File: src/rtl/cell_score_filter.sv
// Threshold filter for a systolic PE score vector: captures one vector, then
// drains every lane at or above threshold, lowest lane first, into a FWFT hit FIFO.
module cell_score_filter #(
  parameter int NUM_PES    = 64,
  parameter int WIDTH      = 10,
  parameter int FIFO_DEPTH = 16,
  parameter int PE_IDX_W   = 6
) (
  input  logic                        clk,
  input  logic                        rst,
  input  logic                        stall,
  input  logic [NUM_PES*WIDTH-1:0]    V_in,
  input  logic [NUM_PES-1:0]          V_in_valid,
  input  logic                        end_of_query_in,
  input  logic [24:0]                 ref_block_cnt_in,
  input  logic [15:0]                 query_id_in,
  input  logic [31:0]                 cell_score_threshold_in,
  input  logic                        tracking_info_valid_in,
  output logic                        stall_out,
  output logic [15:0]                 hit_query_id,
  output logic [24:0]                 hit_ref_block,
  output logic [PE_IDX_W-1:0]         hit_pe,
  output logic [WIDTH-1:0]            hit_score,
  output logic                        hit_valid,
  input  logic                        hit_rdy,
  output logic                        query_done_out,
  output logic [31:0]                 hit_count_out
);

  localparam int PTR_W = $clog2(FIFO_DEPTH);
  localparam int REC_W = 16 + 25 + PE_IDX_W + WIDTH;
  localparam logic [PTR_W:0]     DEPTH_C = (PTR_W + 1)'(FIFO_DEPTH);
  localparam logic [NUM_PES-1:0] ONE_C   = NUM_PES'(1);

  typedef enum logic {IDLE, DRAIN} state_t;

  state_t                     state_q, state_d;
  logic [NUM_PES-1:0]         mask_q, mask_d, cap_mask, low_bit;
  logic [NUM_PES*WIDTH-1:0]   vec_q;
  logic [15:0]                qid_q;
  logic [24:0]                ref_q;
  logic                       eoq_q;
  logic                       done_q, done_d;
  logic [31:0]                hit_count_q;

  logic [REC_W-1:0]           mem [FIFO_DEPTH];
  logic [PTR_W-1:0]           wptr_q, rptr_q;
  logic [PTR_W:0]             count_q;

  logic                       full, push, pop, single, capture, last_push, found;
  logic [PE_IDX_W-1:0]        sel_lane;
  logic [WIDTH-1:0]           sel_score;
  logic [REC_W-1:0]           head;

  always_comb begin
    cap_mask = '0;
    for (int unsigned i = 0; i < NUM_PES; i++) begin
      cap_mask[i] = V_in_valid[i] &&
                    (32'(V_in[i*WIDTH +: WIDTH]) >= cell_score_threshold_in);
    end
  end

  always_comb begin
    sel_lane  = '0;
    sel_score = '0;
    found     = 1'b0;
    for (int unsigned i = 0; i < NUM_PES; i++) begin
      if (mask_q[i] && !found) begin
        found     = 1'b1;
        sel_lane  = PE_IDX_W'(i);
        sel_score = vec_q[i*WIDTH +: WIDTH];
      end
    end
  end

  // Two's-complement trick isolates the lowest set lane; the mask holds a
  // single bit exactly when it equals that isolated bit.
  assign low_bit   = mask_q & (~mask_q + ONE_C);
  assign single    = (mask_q != '0) && (mask_q == low_bit);

  assign full      = (count_q == DEPTH_C);
  assign hit_valid = (count_q != '0);
  assign pop       = hit_valid && hit_rdy;
  assign push      = (state_q == DRAIN) && !full;
  assign last_push = push && single;
  assign stall_out = (state_q == DRAIN) && !(single && !full);
  assign capture   = !stall && !stall_out && tracking_info_valid_in && (V_in_valid != '0);

  always_comb begin
    mask_d = push ? (mask_q & ~low_bit) : mask_q;
    if (capture) mask_d = cap_mask;
    state_d = (mask_d != '0) ? DRAIN : IDLE;
    done_d  = (last_push && eoq_q) ||
              (capture && (cap_mask == '0) && end_of_query_in);
  end

  always_ff @(posedge clk or negedge rst) begin
    if (!rst) begin
      state_q     <= IDLE;
      mask_q      <= '0;
      vec_q       <= '0;
      qid_q       <= '0;
      ref_q       <= '0;
      eoq_q       <= 1'b0;
      done_q      <= 1'b0;
      hit_count_q <= '0;
      wptr_q      <= '0;
      rptr_q      <= '0;
      count_q     <= '0;
    end else begin
      state_q <= state_d;
      mask_q  <= mask_d;
      done_q  <= done_d;
      if (capture) begin
        vec_q <= V_in;
        qid_q <= query_id_in;
        ref_q <= ref_block_cnt_in;
        eoq_q <= end_of_query_in;
      end
      if (push) wptr_q <= wptr_q + 1'b1;
      if (pop)  rptr_q <= rptr_q + 1'b1;
      case ({push, pop})
        2'b10:   count_q <= count_q + 1'b1;
        2'b01:   count_q <= count_q - 1'b1;
        default: count_q <= count_q;
      endcase
      if (push && (hit_count_q != '1)) hit_count_q <= hit_count_q + 1'b1;
    end
  end

  always_ff @(posedge clk) begin
    if (push) mem[wptr_q] <= {qid_q, ref_q, sel_lane, sel_score};
  end

  // Gating with hit_valid keeps the data outputs at zero while empty and in reset.
  assign head = hit_valid ? mem[rptr_q] : '0;
  assign {hit_query_id, hit_ref_block, hit_pe, hit_score} = head;

  assign query_done_out = done_q;
  assign hit_count_out  = hit_count_q;

endmodule

File: config.mk
export PLATFORM = sky130hd
export DESIGN_NAME = cell_score_filter
export DESIGN_NICKNAME = d
export VERILOG_FILES = /design/src/rtl/cell_score_filter.sv
export SDC_FILE = /design/constraint.sdc
export NUM_CORES = 2
export LEC_CHECK = 0
export CORE_UTILIZATION = 52
export CTS_BUF_LIST = sky130_fd_sc_hd__clkbuf_16
export DETAILED_ROUTE_END_ITERATION = 8
export PLACE_DENSITY = 0.77
export SLEW_MARGIN = 15
export SYNTH_ARGS = -nofsm -noshare
export SYNTH_HDL_FRONTEND = slang
export SYNTH_SLANG_ARGS = --single-unit
File: constraint.sdc
create_clock -name clk -period 8.45 [get_ports clk]
set_input_delay 1.2675 -clock clk [delete_from_list [all_inputs] [get_ports clk]]
set_output_delay 1.2675 -clock clk [all_outputs]
set_load 0.02 [all_outputs]
==> impl_metrics.py <==
metrics = {
    "outcome": {
        "status": "complete, no violations",
    },
    "critical_path": {
        "critPathMaxFanout": 44,
        "worst_r2r_endpoint": "mem[7][2]",
        "critPathLaunchType": "flop",
        "rr_startpoint": "mask_q[6]",
        "arrival_ns": 6.53,
        "critPathRequiredTime_ns": 7.18,
        "critPathKind": "reg -> out",
        "reg2reg_depth": 10,
        "r2r_setup_slack_ns": 1.55,
        "worstSetupEndpointType": "output port",
    },
    "routing": {
        "vias": 66590,
        "drt_first_pass_iters": 9,
        "routed_via_density": 6.761,
        "wire_per_inst_um": 35.45,
        "drt-total-wl_um": 349200,
        "antenna_left": 0,
        "drc": 0,
        "drtIter0Drc": 8180,
    },
    "cells_and_area": {
        "final_common_cell": "edfxtp_1",
        "fin_util": 0.6278,
        "final_cell_mix": "912 x edfxtp_1, 872 x clkdlybuf4s50_1, 789 x dfrtp_1",
        "area_growth_pct": 19.33,
        "nNetsFinal": 8893,
        "instances_no_fill": 9848,
        "drive_above_1_share": 0.1023,
    },
    "synthesis": {
        "ys_seq_elements": 1705,
        "synth_edf_count": 912,
        "async_flop_share": 0.4651,
        "synthCells": 6628,
        "synthDistinctLibCells": 95,
        "synth_warnings": 0,
        "netlist_area_um2": 88370,
        "syn_area_per_cell_um2": 13.33,
        "synth_nets": 8062,
        "synth-main-ff-cell": "edfxtp_1",
        "ys_seq_area_frac": 0.5345,
    },
    "cts": {
        "clock_sinks": 1705,
        "cts.path.max_buffers": 3,
        "clk_latency_ns": 0.86,
        "cts_hold_buf": 0,
        "cts_root_buffer": "clkbuf_16",
        "post_cts_buffers": 0,
        "numCtsBuffers": 172,
        "path_clk_slew_ns": 0.06,
        "htreeDepth": 4,
        "cts-resized-gates": 0,
        "cts_tree": "yes",
    },
    "die": {
        "io_pins": 875,
        "num_rows": 150,
        "dieWidth_um": 414.2,
        "initial_utilization": 0.5261,
        "coreArea_um2": 168000,
        "die_area_um2": 171600,
        "die_h_um": 414.2,
    },
    "timing": {
        "min_period_ns": 7.793,
        "slew_headroom": 0.1089,
        "fin_crit_sh": 0.9222,
        "setup_tns_ns": 0,
        "hold_viol": 0,
        "rsz0062_at_grt": "no",
        "tightest_slew_ns": 1.325,
        "slew_violations": 0,
        "setup_viol": 0,
        "finClkSkew_ns": 0.06584,
        "max_freq_mhz": 128.3,
    },
    "hold_path": {
        "min_path_type": "in -> async",
    },
    "global_routing": {
        "grt_pass1_wl_um": 492100,
        "grt-ovfl-total": 0,
        "grt_max_degree": 150,
        "grt_usage": 0.4017,
        "antenna_found_initial": 63,
        "first_global_vias": 66960,
    },
    "pwr": {
        "ir_drop_uv": 246.9,
        "leakagePower_uw": 0.04126,
        "pwr_density_cell_nw_per_um2": 235.6,
    },
    "run": {
        "drv_cap": 0,
    },
    "placement": {
        "io_buffers": 874,
        "dp_hpwl_um": 252800,
        "place_congestion": 1.022,
        "dp_cells": 9489,
    },
}
[worst max-delay path by stage]
stage,from,to
4_1_cts,mask_q[18],stall_out
3_3_place_gp,mask_q[0],mem[4][2]
6_report,mask_q[6],stall_out
3_5_place_dp,mask_q[18],stall_out
2_1_floorplan,cell_score_threshold_in[6],query_done_out
5_1_grt,mask_q[6],stall_out
[metal layers]
metal,vias up,part of all wire,track usage
met5,-,0.00066,0
met4,30,0.083,0.2872
met3,1070,0.096,0.09273
met2,4228,0.47,0.6378
met1,33540,0.36,0.4838
li1,27720,-,-
[synthesized netlist by cell type, drive strengths merged (13+ instances only)]
| cell | n | area share |
|---|---|---|
| nor2b | 54 | 0.0038 |
| edfxtp | 912 | 0.31 |
| nand2b | 74 | 0.0052 |
| o211ai | 62 | 0.0053 |
| o21a | 57 | 0.0048 |
| nor4 | 79 | 0.0060 |
| o21ai | 431 | 0.024 |
| nand3 | 121 | 0.0069 |
| o211a | 43 | 0.0049 |
| and4 | 21 | 0.0021 |
| a31oi | 18 | 0.0013 |
| mux2i | 13 | 0.0015 |
| ha | 650 | 0.092 |
| a22oi | 43 | 0.0037 |
| or4 | 25 | 0.0022 |
| or2 | 18 | 0.0013 |
| a21oi | 222 | 0.013 |
| a221oi | 30 | 0.0030 |
| clkbuf | 219 | 0.0093 |
| or3 | 33 | 0.0023 |
| mux2 | 592 | 0.075 |
| o31ai | 26 | 0.0022 |
| o2111ai | 45 | 0.0045 |
| inv | 158 | 0.0067 |
| xnor2 | 29 | 0.0029 |
| nor2 | 222 | 0.0094 |
| nand2 | 367 | 0.016 |
| and2 | 98 | 0.0069 |
| mux4 | 285 | 0.073 |
| and3 | 35 | 0.0025 |
| a22o | 16 | 0.0016 |
| buf | 127 | 0.012 |
| a211oi | 56 | 0.0048 |
| xor2 | 14 | 0.0014 |
| nand4 | 91 | 0.0064 |
| o221ai | 31 | 0.0031 |
| o22ai | 61 | 0.0043 |
| a211o | 14 | 0.0014 |
| a41oi | 16 | 0.0016 |
| a221o | 22 | 0.0025 |
| a2111oi | 55 | 0.0055 |
| a21o | 66 | 0.0056 |
| nor3 | 106 | 0.0061 |
| dfrtp | 793 | 0.22 |
[critical path, cell delays in order (launching register included)]
cell and delay, ns:
dfrtp_1 0.62, nor4_2 0.93, nand4_1 0.57, buf_4 0.47
nor3_2 0.70, a41oi_1 0.23, a21o_1 0.24, or4_1 0.52
o41ai_2 0.48, inv_1 0.30, clkdlybuf4s50_1 0.62
[registers in the layout (all words and copies together), names as in the netlist, 4 cells and up]
name / count
count_q: 5
rptr_q: 4
wptr_q: 4
ref_q: 25
hit_count_out: 32
mask_q: 64
mem: 912
vec_q: 640
qid_q: 16
[area by class of cell]
cell class / instances / area, um2
repair buffers: 1003 / 9995
flip-flops and latches: 1705 / 47240
diodes: 38 / 95.09
clock buffers: 175 / 4379
multi-input cells: 4419 / 38920
well taps: 2204 / 2758
clock inverters: 146 / 1461
inverters: 158 / 603.1
fillers: 12480 / 62520
[power breakdown]
part | internal (uW) | total (uW) | switching, uW
Combinational | 3160 | 6240 | 3080
Clock | 4430 | 7930 | 3500
Sequential | 9760 | 10700 | 907
Total | 17300 | 24800 | 7490
[kinds of logic after synthesis]
kind of cell | count (synthesis) | share of synthesized area
buf+inv | 504 | 0.02754
fa+ha+maj | 662 | 0.09351
mux | 890 | 0.1495
simple gates | 1376 | 0.07994
xor+xnor | 43 | 0.004262
compound gates | 1448 | 0.1107
flops | 1705 | 0.5345
[through the flow]
stage                     setup WS (ns)  area, um2  hold slack (ns)  total power [uW]
after floorplan                   3.507      88370           0.4413             14190
after global placement            1.526      99460           0.4584             16720
after detailed placement          1.698      99490           0.4692             16930
after CTS                        0.7953     105300           0.4836             24860
after global routing             0.5026     105400           0.4971             25630
final                            0.6572     105500           0.4782             24840
No activity file was read; power rests on OpenSTA's default activity.
